$ cat src/rtl/alu_pkg.sv
// Shared definitions for the alu_4bit command issuer.
//   - Opcode constants understood by alu_4bit; anything above OP_MAX is illegal.
//   - Issuer FSM state encoding.
//   - Command record carried through the command FIFO.
// ALU_W and TAG_W fix the command record layout. The W and TAGW parameters of
// alu_cmd_issuer must be left equal to them.
package alu_pkg;

    localparam int ALU_W = 4;
    localparam int TAG_W = 3;

    localparam logic [3:0] OP_ADD = 4'b0000;
    localparam logic [3:0] OP_SUB = 4'b0001;
    localparam logic [3:0] OP_AND = 4'b0010;
    localparam logic [3:0] OP_OR  = 4'b0011;
    localparam logic [3:0] OP_XOR = 4'b0100;
    localparam logic [3:0] OP_MAX = 4'b1010;

    typedef enum logic [1:0] {
        ST_IDLE  = 2'd0,
        ST_ISSUE = 2'd1,
        ST_RESP  = 2'd2
    } state_t;

    typedef struct packed {
        logic [ALU_W-1:0] a;
        logic [ALU_W-1:0] b;
        logic [3:0]       op;
        logic [TAG_W-1:0] tag;
    } cmd_t;

    function automatic logic is_legal(input logic [3:0] op);
        return (op <= OP_MAX);
    endfunction

endpackage

$ cat src/rtl/alu_cmd_issuer_cmd_fifo.sv
// cmd_fifo: synchronous FIFO of cmd_t records.
// Ports:
//   clk, rst     rising-edge clock, synchronous active-high reset (flushes).
//   push, wdata  write request and record; ignored while full.
//   pop          read request; ignored while empty. rdata always shows the head.
//   full, empty  occupancy flags derived from the pointer wrap bit.
//   count        number of stored entries (0..DEPTH).
module cmd_fifo
    import alu_pkg::*;
#(
    parameter int DEPTH = 4
) (
    input  logic                     clk,
    input  logic                     rst,
    input  logic                     push,
    input  cmd_t                     wdata,
    input  logic                     pop,
    output cmd_t                     rdata,
    output logic                     full,
    output logic                     empty,
    output logic [$clog2(DEPTH):0]   count
);

    localparam int AW = $clog2(DEPTH);

    cmd_t          mem [DEPTH];
    logic [AW:0]   wr_ptr;
    logic [AW:0]   rd_ptr;
    logic          do_push;
    logic          do_pop;

    // Equal index with differing wrap bits means the write side has lapped the read side.
    assign empty   = (wr_ptr == rd_ptr);
    assign full    = (wr_ptr[AW-1:0] == rd_ptr[AW-1:0]) && (wr_ptr[AW] != rd_ptr[AW]);
    assign count   = wr_ptr - rd_ptr;
    assign rdata   = mem[rd_ptr[AW-1:0]];
    assign do_push = push && !full;
    assign do_pop  = pop && !empty;

    always_ff @(posedge clk) begin
        if (rst) begin
            wr_ptr <= '0;
            rd_ptr <= '0;
        end else begin
            if (do_push) wr_ptr <= wr_ptr + 1'b1;
            if (do_pop)  rd_ptr <= rd_ptr + 1'b1;
        end
    end

    // Storage needs no reset; the pointers alone define what is valid.
    always_ff @(posedge clk) begin
        if (do_push) mem[wr_ptr[AW-1:0]] <= wdata;
    end

endmodule

$ cat src/rtl/alu_cmd_issuer.sv
// alu_cmd_issuer: buffers ALU commands, drives them into the combinational
// alu_4bit through registered operands, waits SETTLE cycles, captures the result
// and zero flag, and returns them with the command tag in command order.
// Ports:
//   clk, rst                       clock, synchronous active-high reset.
//   cmd_valid/cmd_ready            command handshake; cmd_a, cmd_b, cmd_op, cmd_tag.
//   alu_A, alu_B, alu_op           registered drives into alu_4bit.
//   alu_result, alu_ZF             combinational outputs of alu_4bit.
//   rsp_valid/rsp_ready            response handshake; rsp_result, rsp_zf, rsp_err, rsp_tag.
//   busy                           FIFO non-empty or FSM not idle.
//   op_count                       legal operations completed, wraps at 256.
module alu_cmd_issuer
    import alu_pkg::*;
#(
    parameter int W      = 4,
    parameter int DEPTH  = 4,
    parameter int SETTLE = 1,
    parameter int TAGW   = 3
) (
    input  logic            clk,
    input  logic            rst,
    input  logic            cmd_valid,
    output logic            cmd_ready,
    input  logic [W-1:0]    cmd_a,
    input  logic [W-1:0]    cmd_b,
    input  logic [3:0]      cmd_op,
    input  logic [TAGW-1:0] cmd_tag,
    output logic [W-1:0]    alu_A,
    output logic [W-1:0]    alu_B,
    output logic [3:0]      alu_op,
    input  logic [W-1:0]    alu_result,
    input  logic            alu_ZF,
    output logic            rsp_valid,
    input  logic            rsp_ready,
    output logic [W-1:0]    rsp_result,
    output logic            rsp_zf,
    output logic            rsp_err,
    output logic [TAGW-1:0] rsp_tag,
    output logic            busy,
    output logic [7:0]      op_count
);

    localparam int         AW          = $clog2(DEPTH);
    localparam logic [3:0] SETTLE_LOAD = 4'(SETTLE - 1);

    state_t            state;
    state_t            state_nxt;
    cmd_t              wr_cmd;
    cmd_t              head;
    logic              fifo_full;
    logic              fifo_empty;
    logic [AW:0]       fifo_count;
    logic              push;
    logic              pop;
    logic [3:0]        settle_cnt;
    logic [TAGW-1:0]   cur_tag;

    // cmd_ready is forced low for the whole time rst is held.
    assign cmd_ready = !fifo_full && !rst;
    assign push      = cmd_valid && cmd_ready;
    assign wr_cmd    = '{a: cmd_a, b: cmd_b, op: cmd_op, tag: cmd_tag};
    assign rsp_valid = (state == ST_RESP);
    assign busy      = (fifo_count != '0) || (state != ST_IDLE);

    cmd_fifo #(
        .DEPTH (DEPTH)
    ) u_fifo (
        .clk   (clk),
        .rst   (rst),
        .push  (push),
        .wdata (wr_cmd),
        .pop   (pop),
        .rdata (head),
        .full  (fifo_full),
        .empty (fifo_empty),
        .count (fifo_count)
    );

    always_ff @(posedge clk) begin
        if (rst) state <= ST_IDLE;
        else     state <= state_nxt;
    end

    always_comb begin
        state_nxt = state;
        pop       = 1'b0;
        case (state)
            ST_IDLE: begin
                if (!fifo_empty) begin
                    pop       = 1'b1;
                    // Illegal opcodes never touch the ALU; they answer immediately.
                    state_nxt = is_legal(head.op) ? ST_ISSUE : ST_RESP;
                end
            end
            ST_ISSUE: begin
                if (settle_cnt == 4'd0) state_nxt = ST_RESP;
            end
            ST_RESP: begin
                if (rsp_ready) state_nxt = ST_IDLE;
            end
            default: state_nxt = ST_IDLE;
        endcase
    end

    // Datapath registers. Everything is held outside the load points, so the ALU
    // drives stay put until the next pop and rsp_* stay put while back-pressured.
    always_ff @(posedge clk) begin
        if (rst) begin
            alu_A      <= '0;
            alu_B      <= '0;
            alu_op     <= '0;
            rsp_result <= '0;
            rsp_zf     <= 1'b0;
            rsp_err    <= 1'b0;
            rsp_tag    <= '0;
            op_count   <= '0;
            settle_cnt <= '0;
            cur_tag    <= '0;
        end else begin
            case (state)
                ST_IDLE: begin
                    if (!fifo_empty) begin
                        if (is_legal(head.op)) begin
                            alu_A      <= head.a;
                            alu_B      <= head.b;
                            alu_op     <= head.op;
                            cur_tag    <= head.tag;
                            settle_cnt <= SETTLE_LOAD;
                        end else begin
                            rsp_err    <= 1'b1;
                            rsp_result <= '0;
                            rsp_zf     <= 1'b0;
                            rsp_tag    <= head.tag;
                        end
                    end
                end
                ST_ISSUE: begin
                    if (settle_cnt == 4'd0) begin
                        rsp_result <= alu_result;
                        rsp_zf     <= alu_ZF;
                        rsp_err    <= 1'b0;
                        rsp_tag    <= cur_tag;
                        op_count   <= op_count + 8'd1;
                    end else begin
                        settle_cnt <= settle_cnt - 4'd1;
                    end
                end
                default: ;
            endcase
        end
    end

endmodule

$ cat config.mk
export PLATFORM = sky130hd
export DESIGN_NAME = alu_cmd_issuer
export DESIGN_NICKNAME = d
export VERILOG_FILES = /design/src/rtl/alu_pkg.sv /design/src/rtl/alu_cmd_issuer_cmd_fifo.sv /design/src/rtl/alu_cmd_issuer.sv
export SDC_FILE = /design/constraint.sdc
export NUM_CORES = 1
export LEC_CHECK = 0
export ABC_AREA = 1
export CAP_MARGIN = 20
export CORE_UTILIZATION = 34
export DETAILED_ROUTE_END_ITERATION = 6
export SLEW_MARGIN = 10
export SYNTH_ARGS = -nofsm -noshare
export SYNTH_HDL_FRONTEND = slang
export SYNTH_HIERARCHICAL = 1
export SYNTH_SLANG_ARGS = --single-unit
$ cat constraint.sdc
create_clock -name clk -period 2.6 [get_ports clk]
set_input_delay 0.52 -clock clk [delete_from_list [all_inputs] [get_ports clk]]
set_output_delay 0.52 -clock clk [all_outputs]
set_load 0.05 [all_outputs]
Word level (Yosys, flattened, before mapping) --
Memory sizes are Yosys's and may differ from the RTL's. A register that Yosys moved wholly into a read port is not among the register bits. Cells that the tools add are included.
Operators by class: $add $sub $neg 5, multiply operators 0, div/mod/pow operators 0, magnitude comparators 1, equality and inequality tests 11, shift-type cells 0, mux-type cells 31, bitwise gates (word level) 1, reductions and logical operators 19
Operator list (count):
- 4-bit 2-to-1 mux | 6
- 4-bit case mux with 2 select lines | 2
- 2-bit 2-to-1 mux | 6
- 1-bit 2-to-1 mux | 10
- 2-bit inequality test (second input constant) | 5
- 3-bit 2-to-1 mux | 3
- 8-bit by 1-bit adder with 8-bit output (second input constant) | 1
- 4-bit AND reduction | 2
- 3-bit by 1-bit adder with 3-bit output (second input constant) | 2
- 2-bit case mux with 3 select lines | 1
- 3-bit case mux with 2 select lines | 1
- 3-bit AND reduction | 2
- 1-bit logical AND | 5
- 4-bit <= comparator (second input constant) | 1
- 4-bit logical NOT | 1
- 1-bit case mux with 2 select lines | 2
- 2-bit nonzero test | 2
- 4-bit by 1-bit subtractor with 4-bit output (second input constant) | 1
- 3-bit equality test | 1
- 1-bit logical NOT | 3
- 3-bit nonzero test | 1
- 3-bit subtractor | 1
- 2-bit by 1-bit equality test with 1-bit output (second input constant) | 1
- 2-bit equality test | 1
- 7 further kinds | 7
Word-level totals: register bits 44, latch bits 0, bits in writable memories 60, ROM bits 0, bits of input ports 24, output and inout bits 32, word-level logic and storage cells 82, memories 1
Memory list:
- u_fifo.mem | depth 4, width 15, read ports 1, clocked after memory_dff 1, wr ports 1, RTL line alu_cmd_issuer_cmd_fifo.sv:26 | cmd_t mem [DEPTH];

Longest topological paths before layout --
word-level depth 8, gate-level depth with buffers 14, gate-level depth less buffers 14

Modules after synthesis --
The synthesis kept the hierarchy.
Modules (own cells, without submodules):
- cmd_fifo | instances 1, cells each 220, area an instance 2755.1 sq um, seq. area each 1961.9 sq um
- alu_cmd_issuer | instances 1, cells each 236, area an instance 1740.4 sq um, seq. area each 760.7 sq um

Worst setup path after synthesis --
Ideal clock, no wire load.
path type register -> register, start point register u_fifo.wr_ptr[0], end point memory u_fifo/mem[0][0] (netlist name) (enable), library setup time 0.387 ns, arrival 2.341 ns, required time 2.213 ns, setup slack -0.128 ns, cell stages (with the launch flop) 10, path buffers 0, period minus slack after synthesis 2.728 ns, path through dfxtp_1 inv_1 ha_1 nand2_1 inv_2 nand3_4 inv_1 nor3b_1 nand2_1 nor2_1
On the way: word-level cells in the longest chain between the ends 8
RTL lines:
- start: declaration | RTL line alu_cmd_issuer_cmd_fifo.sv:27 | logic [AW:0] wr_ptr;
- start signal: assignment | RTL line alu_cmd_issuer_cmd_fifo.sv:45 | if (do_push) wr_ptr <= wr_ptr + 1'b1;
- 2-bit equality test | RTL line alu_cmd_issuer_cmd_fifo.sv:34 | assign full = (wr_ptr[AW-1:0] == rd_ptr[AW-1:0]) && (wr_ptr[AW] != rd_ptr[AW]);
- 1-bit logical AND | RTL line alu_cmd_issuer_cmd_fifo.sv:34
- net fifo_full | RTL line alu_cmd_issuer.sv:50 | logic fifo_full;
- 1-bit logical NOT | RTL line alu_cmd_issuer.sv:59 | assign cmd_ready = !fifo_full && !rst;
- 1-bit logical AND | RTL line alu_cmd_issuer.sv:59
- 1-bit logical AND | RTL line alu_cmd_issuer.sv:60 | assign push = cmd_valid && cmd_ready;
- net push | RTL line alu_cmd_issuer.sv:53 | logic push;
- 1-bit logical AND | RTL line alu_cmd_issuer_cmd_fifo.sv:37 | assign do_push = push && !full;
- 1-bit 2-to-1 mux | RTL line alu_cmd_issuer_cmd_fifo.sv:52 | if (do_push) mem[wr_ptr[AW-1:0]] <= wdata;
- 1-bit 2-to-1 mux (not written as such) | RTL line alu_cmd_issuer_cmd_fifo.sv:52
- end: declaration | RTL line alu_cmd_issuer_cmd_fifo.sv:26
The timed path passes the listed nets, and every way through them passes these cells.

Worst setup path in the final report --
start point register state[1], end point output port rsp_valid
On the way: word-level cells in the longest chain between the ends 1
RTL lines:
- start: declaration | RTL line alu_cmd_issuer.sv:46 | state_t state;
- start signal: assignment | RTL line alu_cmd_issuer.sv:81 | else state <= state_nxt;
- 2-bit equality test | RTL line alu_cmd_issuer.sv:62 | assign rsp_valid = (state == ST_RESP);
- end: declaration | RTL line alu_cmd_issuer.sv:33 | output logic rsp_valid,
Every way passes these cells.

==> metrics <==
CP startpoint kind register; total CTS buffers 9; RePlAce Congestion 0.803; synthesized instance count 456; RSZ-0062 raised after global routing false; hold_sp alu_op[3]$_SDFFE_PP0P_; Synth area leaders edfxtp_1 (40%), dfxtp_1 (20%), nand2_1 (6.2%), nor2_1 (5.1%), a21oi_1 (4.3%); r2r startpoint u_fifo/wr_ptr[0]$_SDFFE_PP0P_; EDFF count, synth 60; Die ar. 13700 um^2; post-DP HPWL 6650 um; Max clock buf depth 2; synth warn 6; critical path cell sequence inv_1 -> nor2_1 -> clkdlybuf4s50_1; Req. time, crit path 2.08 ns; gr usage total 0.149; Synth top area share 0.401; row count 41; vias in the first global route 3093; # DRC 0; syn_area_per_cell 9.86 um^2; number of synthesized register bits 106; pins over their slew limit 0; most frequent cell after synthesis nand2_1; CP Capture Type output port; Via-to-Cell Ratio 4.75; final setup violation count 0; chip height 117 um; clock slew seen by the registers of the worst setup and hold paths 0.07 ns; Hold WC Path Type reg2reg; outcome finished clean; Overflow after GRT 0; Lkg Pwr 2.05 nW; CP startpoint state[1]$_SDFFE_PP0P_; drt wl/cell 13.6 um; cell accounting for the most synthesized area edfxtp_1; min Tclk post-route 2.47 ns; Final period util 0.951; cell area after layout 5550 um^2; async set or reset register ratio after synthesis 0; IO buf count 55; largest net degree at the start of global routing 29; dpl cell area 5280 um^2; CP Class reg2out; WP buf/inv 2; Iter 0 DRT Violations 154; P&R area growth vs syn 23.5%; TritonCTS sink count 106; Max-Cap Viols 0; Starting Density 0.352; WL final 9480 um; Die X 117 um; Final Hold Fails 0; fraction of layout cells with a size suffix above 1 0.0994; initial antenna violation count 0; clock skew 0.00883 ns; CP max stage cell clkdlybuf4s50_1; WL met3 447 um; first-pass GRT wire length 15300 um; router iterations before antenna repair 4; diode count 0; Cell variety after synth 33; worst-path maximum fanout 4; Power Density 1150 nW/um^2; Mapped Area 4500 um^2; Synth Net Count 491; Setup Buffers After CTS 0; Worst-Margin Slew 0.554 ns; slowest cell delay on critical path 0.83 ns; WL met1 4500 um; CTS Root Cell clkbuf_16; wire length on met2 4390 um; sequential element share of the synthesized area 0.606; vias post-DR 3301; post-route ant nets 0; Ports 56; crit path DAT 1.95 ns; fin util 0.435; VDD IR-drop max 0.000412 V; CTS HTree Levels 3; fmax 404 MHz; Final nets 553; top_reg_cell synth edfxtp_1; cell family with most CP delay buffers and inverters; CTS tree yes; Final Power 6.39 mW; uppermost layer routed met4; core area 12800 um^2; clock latency on the worst-skew pair 0.35 ns; most instantiated cells after synthesis nand2_1 (74), nor2_1 (61), edfxtp_1 (60); Slew headroom 0.629
## cells by family after synthesis
family	count (synthesis)	synth area share
adder cells (fa/ha/maj)	11	0.0323
buffers and inverters	60	0.0562
flip-flops	106	0.606
AO/OA/AOI/OAI	96	0.113
AND/OR/NAND/NOR	181	0.189
XOR/XNOR	2	0.00390
## worst paths after layout
check | slack [ns] | to | depth (start not counted)
worst min register to register | 0.45 | alu_op[3]$_SDFFE_PP0P_ | 2
worst max-delay path | 0.13 | rsp_valid | 3
worst max register to register | 0.27 | u_fifo/mem[1][10]$_DFFE_PP_ | 10
worst min-delay path | 0.45 | alu_op[3]$_SDFFE_PP0P_ | 2
## final cells by class
cell class,instances,area [um^2]
Timing Repair Buffer,68,659
Fill cell,1224,7220
Tap cell,172,215
Multi-Input combinational cell,290,1520
Inverter,43,161
Clock buffer,11,233
Clock inverter,5,38.8
Sequential cell,106,2720
## registers in the layout, indices dropped and copies added (netlist names), named ones only
register       count
cur_tag            3
u_fifo/mem        60
rsp_result         4
state              2
u_fifo/rd_ptr      3
settle_cnt         4
alu_B              4
alu_op             4
rsp_tag            3
alu_A              4
rsp_zf             1
rsp_err            1
op_count           8
u_fifo/wr_ptr      3
## tightest hold or removal path: cells and delay by family, from the launching register on
kind | cells | cell delay, ns
DFF | 1 | 0.31
buffers and inverters | 1 | 0.05
AOI/OAI and AO/OA | 1 | 0.05
## layer usage
metal / vias to the layer above / GRT usage
met5: - / 0
met2: 72 / 0.249
met1: 1544 / 0.187
met4: 0 / 0.0608
li1: 1675 / -
met3: 10 / 0.0340
## through the flow
stage	setup slack (ns)	instances	hold slack [ns]	TNS (ns)
after floorplan	-0.128	456	0.441	-7.43
after global placement	0.337	679	0.437	0
after detailed placement	0.192	679	0.445	0
after CTS	0.0281	695	0.456	0
after global routing	0.0162	695	0.474	0
final	0.128	695	0.455	0
## placed cells by master, fill, tap and decap left out, types with 2 or more instances in the layout
master           netlist  final
dfxtp_1               46     45
nor3_1                 2      2
nand2_1               74     74
nand4_1               13     13
clkdlybuf4s50_1        0     53
ha_1                  10     10
clkbuf_1               1      2
clkinv_4               0      2
o21ai_0               34     34
buf_4                  1     13
o21ai_1                5      5
o211ai_1               2      2
nand3_1               12     12
inv_1                 37     37
o22ai_1               15     15
edfxtp_1              60     60
a21oi_1               39     39
nand3_4                3      3
nand2_2                4      4
nor2_4                 3      3
nand2_4                3      3
nor2_1                61     61
clkbuf_16              0      9
inv_2                  6      6
nand3_2                2      2
## what timing repair did
action	in CTS	in global routing
gates resized for setup	0	2
setup endpoints to repair	0	1
hold buffers	0	0
endpoints found under the hold margin	0	0
## where the power goes
| group | switching, mW | total, mW | internal, mW |
|---|---|---|---|
| combinational | 1.99 | 2.94 | 0.953 |
| sequential | 0.181 | 2.20 | 2.02 |
| clock | 0.597 | 1.25 | 0.655 |
| total | 2.77 | 6.39 | 3.63 |
Power figures use the tool's default switching activity.
